===== src/rtl/controlador_arranque_rv32i_pkg.sv =====
// rv32i_pkg
// Shared definitions for the rv32i boot-and-run sequencer.
//   estado_t   : 2-bit sequencer state, also driven out on the estado port
//   OPC_ECALL  : ECALL encoding, stops execution
//   OPC_EBREAK : EBREAK encoding, stops execution
//   es_trampa  : true when a fetched word is one of the two stop instructions
package rv32i_pkg;

  typedef enum logic [1:0] {
    CARGA    = 2'b00,
    ARRANQUE = 2'b01,
    EJECUTA  = 2'b10,
    DETENIDO = 2'b11
  } estado_t;

  localparam logic [31:0] OPC_ECALL  = 32'h0000_0073;
  localparam logic [31:0] OPC_EBREAK = 32'h0010_0073;

  function automatic logic es_trampa(input logic [31:0] instr);
    return (instr == OPC_ECALL) || (instr == OPC_EBREAK);
  endfunction

endpackage


===== src/rtl/controlador_arranque_rv32i_if.sv =====
// controlador_arranque_rv32i_if
// Program-load bus of the boot sequencer: the byte stream coming in and the
// instruction-memory write port going out.
//   byte_dato/byte_valido/byte_listo : byte stream, valid/ready handshake
//   fin_carga                        : one-cycle end-of-stream pulse
//   imem_we/imem_dir/imem_dato       : one-cycle word write into instruction memory
// The master modport is the host/memory side, the slave modport the sequencer.
interface controlador_arranque_rv32i_if #(
  parameter int ADDR_W = 8
);

  logic [7:0]        byte_dato;
  logic              byte_valido;
  logic              byte_listo;
  logic              fin_carga;
  logic              imem_we;
  logic [ADDR_W-1:0] imem_dir;
  logic [31:0]       imem_dato;

  modport master (
    output byte_dato, byte_valido, fin_carga,
    input  byte_listo, imem_we, imem_dir, imem_dato
  );

  modport slave (
    input  byte_dato, byte_valido, fin_carga,
    output byte_listo, imem_we, imem_dir, imem_dato
  );

endinterface


===== src/rtl/controlador_arranque_rv32i_empaquetador_bytes.sv =====
// empaquetador_bytes
// Packs a little-endian byte stream into 32-bit words and emits one
// registered write strobe per word.
//   clk_RV, reset        : clock, synchronous active-high reset
//   habilitado           : packing allowed (sequencer is loading)
//   byte_dato/valido     : incoming byte; byte_listo is the ready side
//   vaciar               : end of stream; a partial word is zero-padded and written
//   escribe              : a word write is being registered on this edge
//   palabra_valida/dir/dato : registered write strobe, word address and word
module empaquetador_bytes #(
  parameter int ADDR_W         = 8,
  parameter int N_PALABRAS_MAX = 256
) (
  input  logic              clk_RV,
  input  logic              reset,
  input  logic              habilitado,
  input  logic [7:0]        byte_dato,
  input  logic              byte_valido,
  output logic              byte_listo,
  input  logic              vaciar,
  output logic              escribe,
  output logic              palabra_valida,
  output logic [ADDR_W-1:0] palabra_dir,
  output logic [31:0]       palabra_dato
);

  logic [1:0]    cuenta;
  logic [31:0]   acumulado;
  logic [ADDR_W:0] indice;
  logic          lleno;
  logic          acepta;
  logic [31:0]   palabra_sig;

  // indice is one bit wider than the address so it can reach N_PALABRAS_MAX
  assign lleno      = (indice == (ADDR_W+1)'(N_PALABRAS_MAX));
  assign byte_listo = habilitado && !lleno;
  assign acepta     = byte_valido && byte_listo;

  // acumulado keeps unfilled upper bytes at zero, which gives the padding for free
  always_comb begin
    palabra_sig = acumulado;
    if (acepta) begin
      palabra_sig = acumulado | ({24'd0, byte_dato} << {cuenta, 3'b000});
    end
  end

  // A byte arriving with vaciar is folded into the flushed word; a flush with
  // no bytes pending produces no write
  assign escribe = acepta ? ((cuenta == 2'd3) || vaciar)
                          : (vaciar && habilitado && (cuenta != 2'd0) && !lleno);

  always_ff @(posedge clk_RV) begin
    if (reset) begin
      cuenta         <= 2'd0;
      acumulado      <= 32'd0;
      indice         <= '0;
      palabra_valida <= 1'b0;
      palabra_dir    <= '0;
      palabra_dato   <= 32'd0;
    end else begin
      palabra_valida <= escribe;
      if (escribe) begin
        palabra_dir  <= indice[ADDR_W-1:0];
        palabra_dato <= palabra_sig;
        indice       <= indice + (ADDR_W+1)'(1);
        cuenta       <= 2'd0;
        acumulado    <= 32'd0;
      end else if (acepta) begin
        acumulado <= palabra_sig;
        cuenta    <= cuenta + 2'd1;
      end
    end
  end

endmodule


===== src/rtl/controlador_arranque_rv32i.sv =====
// controlador_arranque_rv32i
// Boot-and-run sequencer for the single-cycle rv32i core: loads the program
// into instruction memory with the core held in reset, releases it for
// execution, counts cycles and stops on ECALL/EBREAK or a cycle timeout.
//   clk_RV, reset        : clock, synchronous active-high reset
//   bus                  : byte stream in / instruction-memory writes out
//   instruccion          : word the core is currently fetching
//   cpu_reset, cpu_habilitar : core reset and clock enable
//   estado               : CARGA / ARRANQUE / EJECUTA / DETENIDO
//   ciclos               : executed-cycle count (saturating)
//   detenido, timeout    : stopped flag, and sticky "stopped by cycle limit"
// N_PALABRAS_MAX must not exceed 2**ADDR_W; CICLOS_ARRANQUE must be at least 1.
module controlador_arranque_rv32i
  import rv32i_pkg::*;
#(
  parameter int ADDR_W          = 8,
  parameter int N_PALABRAS_MAX  = 256,
  parameter int CICLOS_ARRANQUE = 2,
  parameter int MAX_CICLOS      = 200
) (
  input  logic                        clk_RV,
  input  logic                        reset,
  controlador_arranque_rv32i_if.slave bus,
  input  logic [31:0]                 instruccion,
  output logic                        cpu_reset,
  output logic                        cpu_habilitar,
  output logic [1:0]                  estado,
  output logic [31:0]                 ciclos,
  output logic                        detenido,
  output logic                        timeout
);

  estado_t     estado_q, estado_sig;
  logic        cerrando;
  logic [31:0] contador_arranque;
  logic        habilitado;
  logic        vaciar;
  logic        escribe;
  logic        trampa;
  logic        limite;
  logic        cpu_reset_sig, cpu_habilitar_sig, detenido_sig;

  // cerrando marks the one cycle in which the final word write is on the bus;
  // loading is closed then, and ARRANQUE follows on the next edge
  assign habilitado = (estado_q == CARGA) && !cerrando;
  assign vaciar     = habilitado && bus.fin_carga;
  assign trampa     = es_trampa(instruccion);
  assign limite     = (ciclos == 32'(MAX_CICLOS - 1));
  assign estado     = estado_q;

  empaquetador_bytes #(
    .ADDR_W         (ADDR_W),
    .N_PALABRAS_MAX (N_PALABRAS_MAX)
  ) u_empaquetador (
    .clk_RV         (clk_RV),
    .reset          (reset),
    .habilitado     (habilitado),
    .byte_dato      (bus.byte_dato),
    .byte_valido    (bus.byte_valido),
    .byte_listo     (bus.byte_listo),
    .vaciar         (vaciar),
    .escribe        (escribe),
    .palabra_valida (bus.imem_we),
    .palabra_dir    (bus.imem_dir),
    .palabra_dato   (bus.imem_dato)
  );

  // State register together with the registered core controls
  always_ff @(posedge clk_RV) begin
    if (reset) begin
      estado_q      <= CARGA;
      cerrando      <= 1'b0;
      cpu_reset     <= 1'b1;
      cpu_habilitar <= 1'b0;
      detenido      <= 1'b0;
    end else begin
      estado_q      <= estado_sig;
      cerrando      <= vaciar && escribe;
      cpu_reset     <= cpu_reset_sig;
      cpu_habilitar <= cpu_habilitar_sig;
      detenido      <= detenido_sig;
    end
  end

  // Next-state logic; trap and cycle limit both lead to DETENIDO
  always_comb begin
    estado_sig = estado_q;
    case (estado_q)
      CARGA: begin
        if (cerrando || (vaciar && !escribe)) begin
          estado_sig = ARRANQUE;
        end
      end
      ARRANQUE: begin
        if (contador_arranque == 32'(CICLOS_ARRANQUE - 1)) begin
          estado_sig = EJECUTA;
        end
      end
      EJECUTA: begin
        if (trampa || limite) begin
          estado_sig = DETENIDO;
        end
      end
      DETENIDO: estado_sig = DETENIDO;
      default:  estado_sig = CARGA;
    endcase
  end

  // Core controls are decoded from the next state so they register in step
  // with estado; the core keeps its state (no reset) once stopped
  always_comb begin
    cpu_reset_sig     = 1'b1;
    cpu_habilitar_sig = 1'b0;
    detenido_sig      = 1'b0;
    case (estado_sig)
      EJECUTA: begin
        cpu_reset_sig     = 1'b0;
        cpu_habilitar_sig = 1'b1;
      end
      DETENIDO: begin
        cpu_reset_sig = 1'b0;
        detenido_sig  = 1'b1;
      end
      default: ;
    endcase
  end

  // Hold counter for ARRANQUE, executed-cycle counter and sticky timeout.
  // The trapping instruction's own edge is still counted.
  always_ff @(posedge clk_RV) begin
    if (reset) begin
      contador_arranque <= 32'd0;
      ciclos            <= 32'd0;
      timeout           <= 1'b0;
    end else begin
      contador_arranque <= (estado_q == ARRANQUE) ? contador_arranque + 32'd1 : 32'd0;
      if ((estado_q == ARRANQUE) && (estado_sig == EJECUTA)) begin
        ciclos <= 32'd0;
      end else if ((estado_q == EJECUTA) && (ciclos != '1)) begin
        ciclos <= ciclos + 32'd1;
      end
      if ((estado_q == EJECUTA) && limite && !trampa) begin
        timeout <= 1'b1;
      end
    end
  end

endmodule


===== src/flat_wrapper.sv =====
// flat-port wrapper written by rule: the top's interface ports become plain ports
module controlador_arranque_rv32i_flat import rv32i_pkg::*;
#(
  parameter int ADDR_W          = 8,
  parameter int N_PALABRAS_MAX  = 256,
  parameter int CICLOS_ARRANQUE = 2,
  parameter int MAX_CICLOS      = 200
)
  (clk_RV, reset, instruccion, cpu_reset, cpu_habilitar, estado, ciclos, detenido, timeout, bus_byte_dato, bus_byte_valido, bus_fin_carga, bus_byte_listo, bus_imem_we, bus_imem_dir, bus_imem_dato);
  controlador_arranque_rv32i_if #(.ADDR_W(ADDR_W)) bus_i ();
  input  logic clk_RV;
  input  logic reset;
  input  logic [31:0] instruccion;
  output logic cpu_reset;
  output logic cpu_habilitar;
  output logic [1:0] estado;
  output logic [31:0] ciclos;
  output logic detenido;
  output logic timeout;
  input wire logic [$bits(bus_i.byte_dato)-1:0] bus_byte_dato;
  input wire logic [$bits(bus_i.byte_valido)-1:0] bus_byte_valido;
  input wire logic [$bits(bus_i.fin_carga)-1:0] bus_fin_carga;
  output wire logic [$bits(bus_i.byte_listo)-1:0] bus_byte_listo;
  output wire logic [$bits(bus_i.imem_we)-1:0] bus_imem_we;
  output wire logic [$bits(bus_i.imem_dir)-1:0] bus_imem_dir;
  output wire logic [$bits(bus_i.imem_dato)-1:0] bus_imem_dato;
  assign bus_i.byte_dato = bus_byte_dato;
  assign bus_i.byte_valido = bus_byte_valido;
  assign bus_i.fin_carga = bus_fin_carga;
  assign bus_byte_listo = bus_i.byte_listo;
  assign bus_imem_we = bus_i.imem_we;
  assign bus_imem_dir = bus_i.imem_dir;
  assign bus_imem_dato = bus_i.imem_dato;
  controlador_arranque_rv32i #(.ADDR_W(ADDR_W), .N_PALABRAS_MAX(N_PALABRAS_MAX), .CICLOS_ARRANQUE(CICLOS_ARRANQUE), .MAX_CICLOS(MAX_CICLOS)) u_core (.clk_RV(clk_RV), .reset(reset), .bus(bus_i), .instruccion(instruccion), .cpu_reset(cpu_reset), .cpu_habilitar(cpu_habilitar), .estado(estado), .ciclos(ciclos), .detenido(detenido), .timeout(timeout));
endmodule

===== config.mk =====
export PLATFORM = sky130hd
export DESIGN_NAME = controlador_arranque_rv32i_flat
export DESIGN_NICKNAME = d
export VERILOG_FILES = /design/src/rtl/controlador_arranque_rv32i_pkg.sv /design/src/rtl/controlador_arranque_rv32i_if.sv /design/src/rtl/controlador_arranque_rv32i_empaquetador_bytes.sv /design/src/rtl/controlador_arranque_rv32i.sv /design/src/flat_wrapper.sv
export SDC_FILE = /design/constraint.sdc
export NUM_CORES = 1
export LEC_CHECK = 0
export BUFFER_PORTS_ARGS = -buffer_cell sky130_fd_sc_hd__buf_2
export CAP_MARGIN = 20
export CORE_ASPECT_RATIO = 1.2
export CORE_MARGIN = 1.5
export CORE_UTILIZATION = 55
export CTS_CLUSTER_SIZE = 8
export DETAILED_ROUTE_END_ITERATION = 7
export PLACE_DENSITY_LB_ADDON = 0.1
export SLEW_MARGIN = 20
export SYNTH_ARGS = -nofsm -noshare
export SYNTH_HDL_FRONTEND = slang
export SYNTH_SLANG_ARGS = --single-unit

===== constraint.sdc =====
create_clock -name clk_RV -period 5.9 [get_ports clk_RV]
set_input_delay 0.295 -clock clk_RV [delete_from_list [all_inputs] [get_ports clk_RV]]
set_output_delay 0.295 -clock clk_RV [all_outputs]
set_load 0.02 [all_outputs]

==> metrics.cfg <==
[logic_synthesis]
synth_seq_cells = 155
ys_seq_area_share_pct = 48.77
yosysTopAreaCellShare_pct = 48.77
yosysUniqueCellTypes = 51
syn_inst = 738
avgSynthCellArea_um2 = 8.621
yosys.area.top_type = dfxtp_1
synth_ff_type = dfxtp_1
async_reset_ff_share_pct = 0
syn-num-nets = 789
synth-edff-count = 0
netlist_area_um2 = 6362
synth_area_leaders = dfxtp_1 (49%), a21oi_1 (7.8%), nor2_1 (5.6%), xnor2_1 (4.1%), o21ai_0 (3.7%)
ys.warnings.count = 0

[clock_tree]
cts_tree = built
cts_repair_resize_count = 0
postCtsHoldBufs = 0
clock_path_buffers = 2
cts_inserted_buffers = 17
cts_setup_buffers = 0
root_buffer = clkbuf_16
clock_sinks = 155
htreeDepth = 4
worstSkewPairLatency_ns = 0.43
clk_pin_slew_ns = 0.06

[timing]
final-hold-violation-count = 0
setup_violations = 0
slew_viol_final = 0
rsz0062_at_grt = false
fin_crit_sh_pct = 47.73
timing.fmax_mhz = 355.1
whs_ns = 0.1506
worst_pin_slew_ns = 1.071
maxSlewHeadroom_pct = 28.62
fin_tns_setup_ns = 0
setup_slack_ns = 3.084
layout_min_cycle_time_ns = 2.816
clock_skew_ns = 0.008753

[detailed_routing]
drc_errors = 0
routed_wl_um = 15340
ant_nets = 0
first_iter_violations = 242
wire_per_inst_um = 15.13
drt_pass1_iterations = 6
vias = 5807
routed_via_density = 5.727

[placement]
port_buffers = 122
pre_cts_slack_ns = 2.983
dp.cells = 981
dpl.hpwl_um = 10590
gp_congestion = 0.8459

[global_routing]
grt_max_degree = 81
grt_pass1_wl_um = 25360
antenna_found_initial = 1
overflow = 0
first_global_vias = 5372
grt_usage_pct = 25.97

[die]
coreArea_um2 = 11140
ios = 124
initial_core_util_pct = 57.11
die_h_um = 120.8
rows = 42
dieArea_um2 = 12230
die_w_um = 101.2

[cells_and_area]
area_growth_pct = 20.75
final_cell_mix = dfxtp_1 (155), buf_2 (122), a21oi_1 (99), nor2_1 (95), o21ai_0 (47)
finalNetCount = 897
layout-drive-gt1-share_pct = 19.56
layout_commonest_cell = dfxtp_1
fillCellCount = 930
stdcell_count = 1014

[critical_path]
path_class = register to register
start_kind = register
critPathMaxFanout = 80
end_kind = register
worst_ep_required_time_ns = 6.21
critPathArrivalTime_ns = 3.13

[outcome]
status = complete, no violations

[power_and_ir_drop]
p_total_mw = 2.487
p_per_area_nw_per_um2 = 323.7
ir_drop_mv = 0.2153
p_leak_nw = 2.862

[worst_hold_path]
holdCritPathClass = primary input to register

[flow_run]
max_cap_viol_count = 0

state kept, by name, indices dropped and copies added, names as in the netlist:
register and cells:
u_core.ciclos 32, u_core.contador_arranque 32, u_core.u_empaquetador.acumulado 32, u_core.u_empaquetador.palabra_dato 32, u_core.u_empaquetador.indice 9, u_core.u_empaquetador.palabra_dir 8, u_core.estado 2, u_core.u_empaquetador.cuenta 2
u_core.cerrando 1, u_core.cpu_habilitar 1, u_core.cpu_reset 1, u_core.detenido 1, u_core.timeout 1, u_core.u_empaquetador.palabra_valida 1
layer usage:
metal	part of all wire, %	track usage, %
met1	43	32.11
met2	50	43.20
met3	5.8	7.399
met4	1.6	8.767
met5	0	0
power by group:
group / internal [mW] / total (mW) / switching (mW)
Sequential: 1.09 / 1.11 / 0.0240
Clock: 0.683 / 1.15 / 0.469
Combinational: 0.0705 / 0.223 / 0.152
Total: 1.84 / 2.49 / 0.646
synth_stat cells, types with 2 or more instances:
cell and n:
or3_1 18, and3_1 7, a31oi_1 3, xor2_1 13, nor2b_1 4, xnor2_1 30
buf_1 2, o2111ai_1 2, o31ai_1 7, nor4bb_1 2, clkbuf_1 24, nand2_1 44
nand4_1 24, nor3b_1 2, nor4_1 33, buf_2 8, dfxtp_1 155, and4_1 7
nand2b_1 2, or4_1 10, nor3_1 23, nand3_1 25, nor2_1 95, ha_1 7
o21ai_0 47, nor4b_1 3, a21oi_1 99, inv_1 19
area by class of cell:
cell class | count | area [µm²] | share of cell area, %
antenna | 1 | 2.502 | 0.03257
tap | 154 | 192.7 | 2.508
clock buffer | 17 | 425.4 | 5.537
timing repair buffer | 124 | 625.6 | 8.143
multi-input combinational | 529 | 3058 | 39.80
sequential | 155 | 3103 | 40.39
clock inverter | 15 | 203.9 | 2.655
inverter | 19 | 71.32 | 0.9283
worst max-delay path, stage by stage (launching register included):
cell and delay (ns):
dfxtp_1 0.46, inv_1 0.09, ha_1 0.23, nor4bb_1 0.18, a2111oi_4 0.29, buf_4 0.59
nand2_1 0.14, or3_1 0.41, mux2_4 0.30
kinds of logic (layout without fill, tap and decap cells):
| group | after synthesis | count (layout) | synth area share (%) |
|---|---|---|---|
| AO/OA/AOI/OAI | 170 | 170 | 15.08 |
| XOR/XNOR | 43 | 43 | 5.919 |
| adder cells (fa/ha/maj) | 7 | 7 | 1.377 |
| buffers and inverters | 54 | 175 | 3.461 |
| flip-flops | 155 | 155 | 48.77 |
| multiplexers | 2 | 2 | 0.3933 |
| other | 0 | 1 | 0 |
| AND/OR/NAND/NOR | 307 | 307 | 25.00 |
final timing paths:
check                                       start  slack [ns]  cells after the start                              end
setup / recovery  u_core.u_empaquetador.indice[0]        3.08                      8  u_core.u_empaquetador.indice[7]
hold / removal                      bus_fin_carga        0.15                      2                  u_core.cerrando
setup reg to reg  u_core.u_empaquetador.indice[0]        3.08                      8  u_core.u_empaquetador.indice[7]
hold reg to reg                    u_core.timeout        0.45                      2                   u_core.timeout
metrics by stage:
step                      area, µm²  util (%)
after CTS                      7677     68.91
final                          7682     68.96
after detailed placement       7048     63.26
after floorplan                6362         -
after global placement         7043     63.22
after global routing           7680     68.94
(Power assumes the default switching activity.)
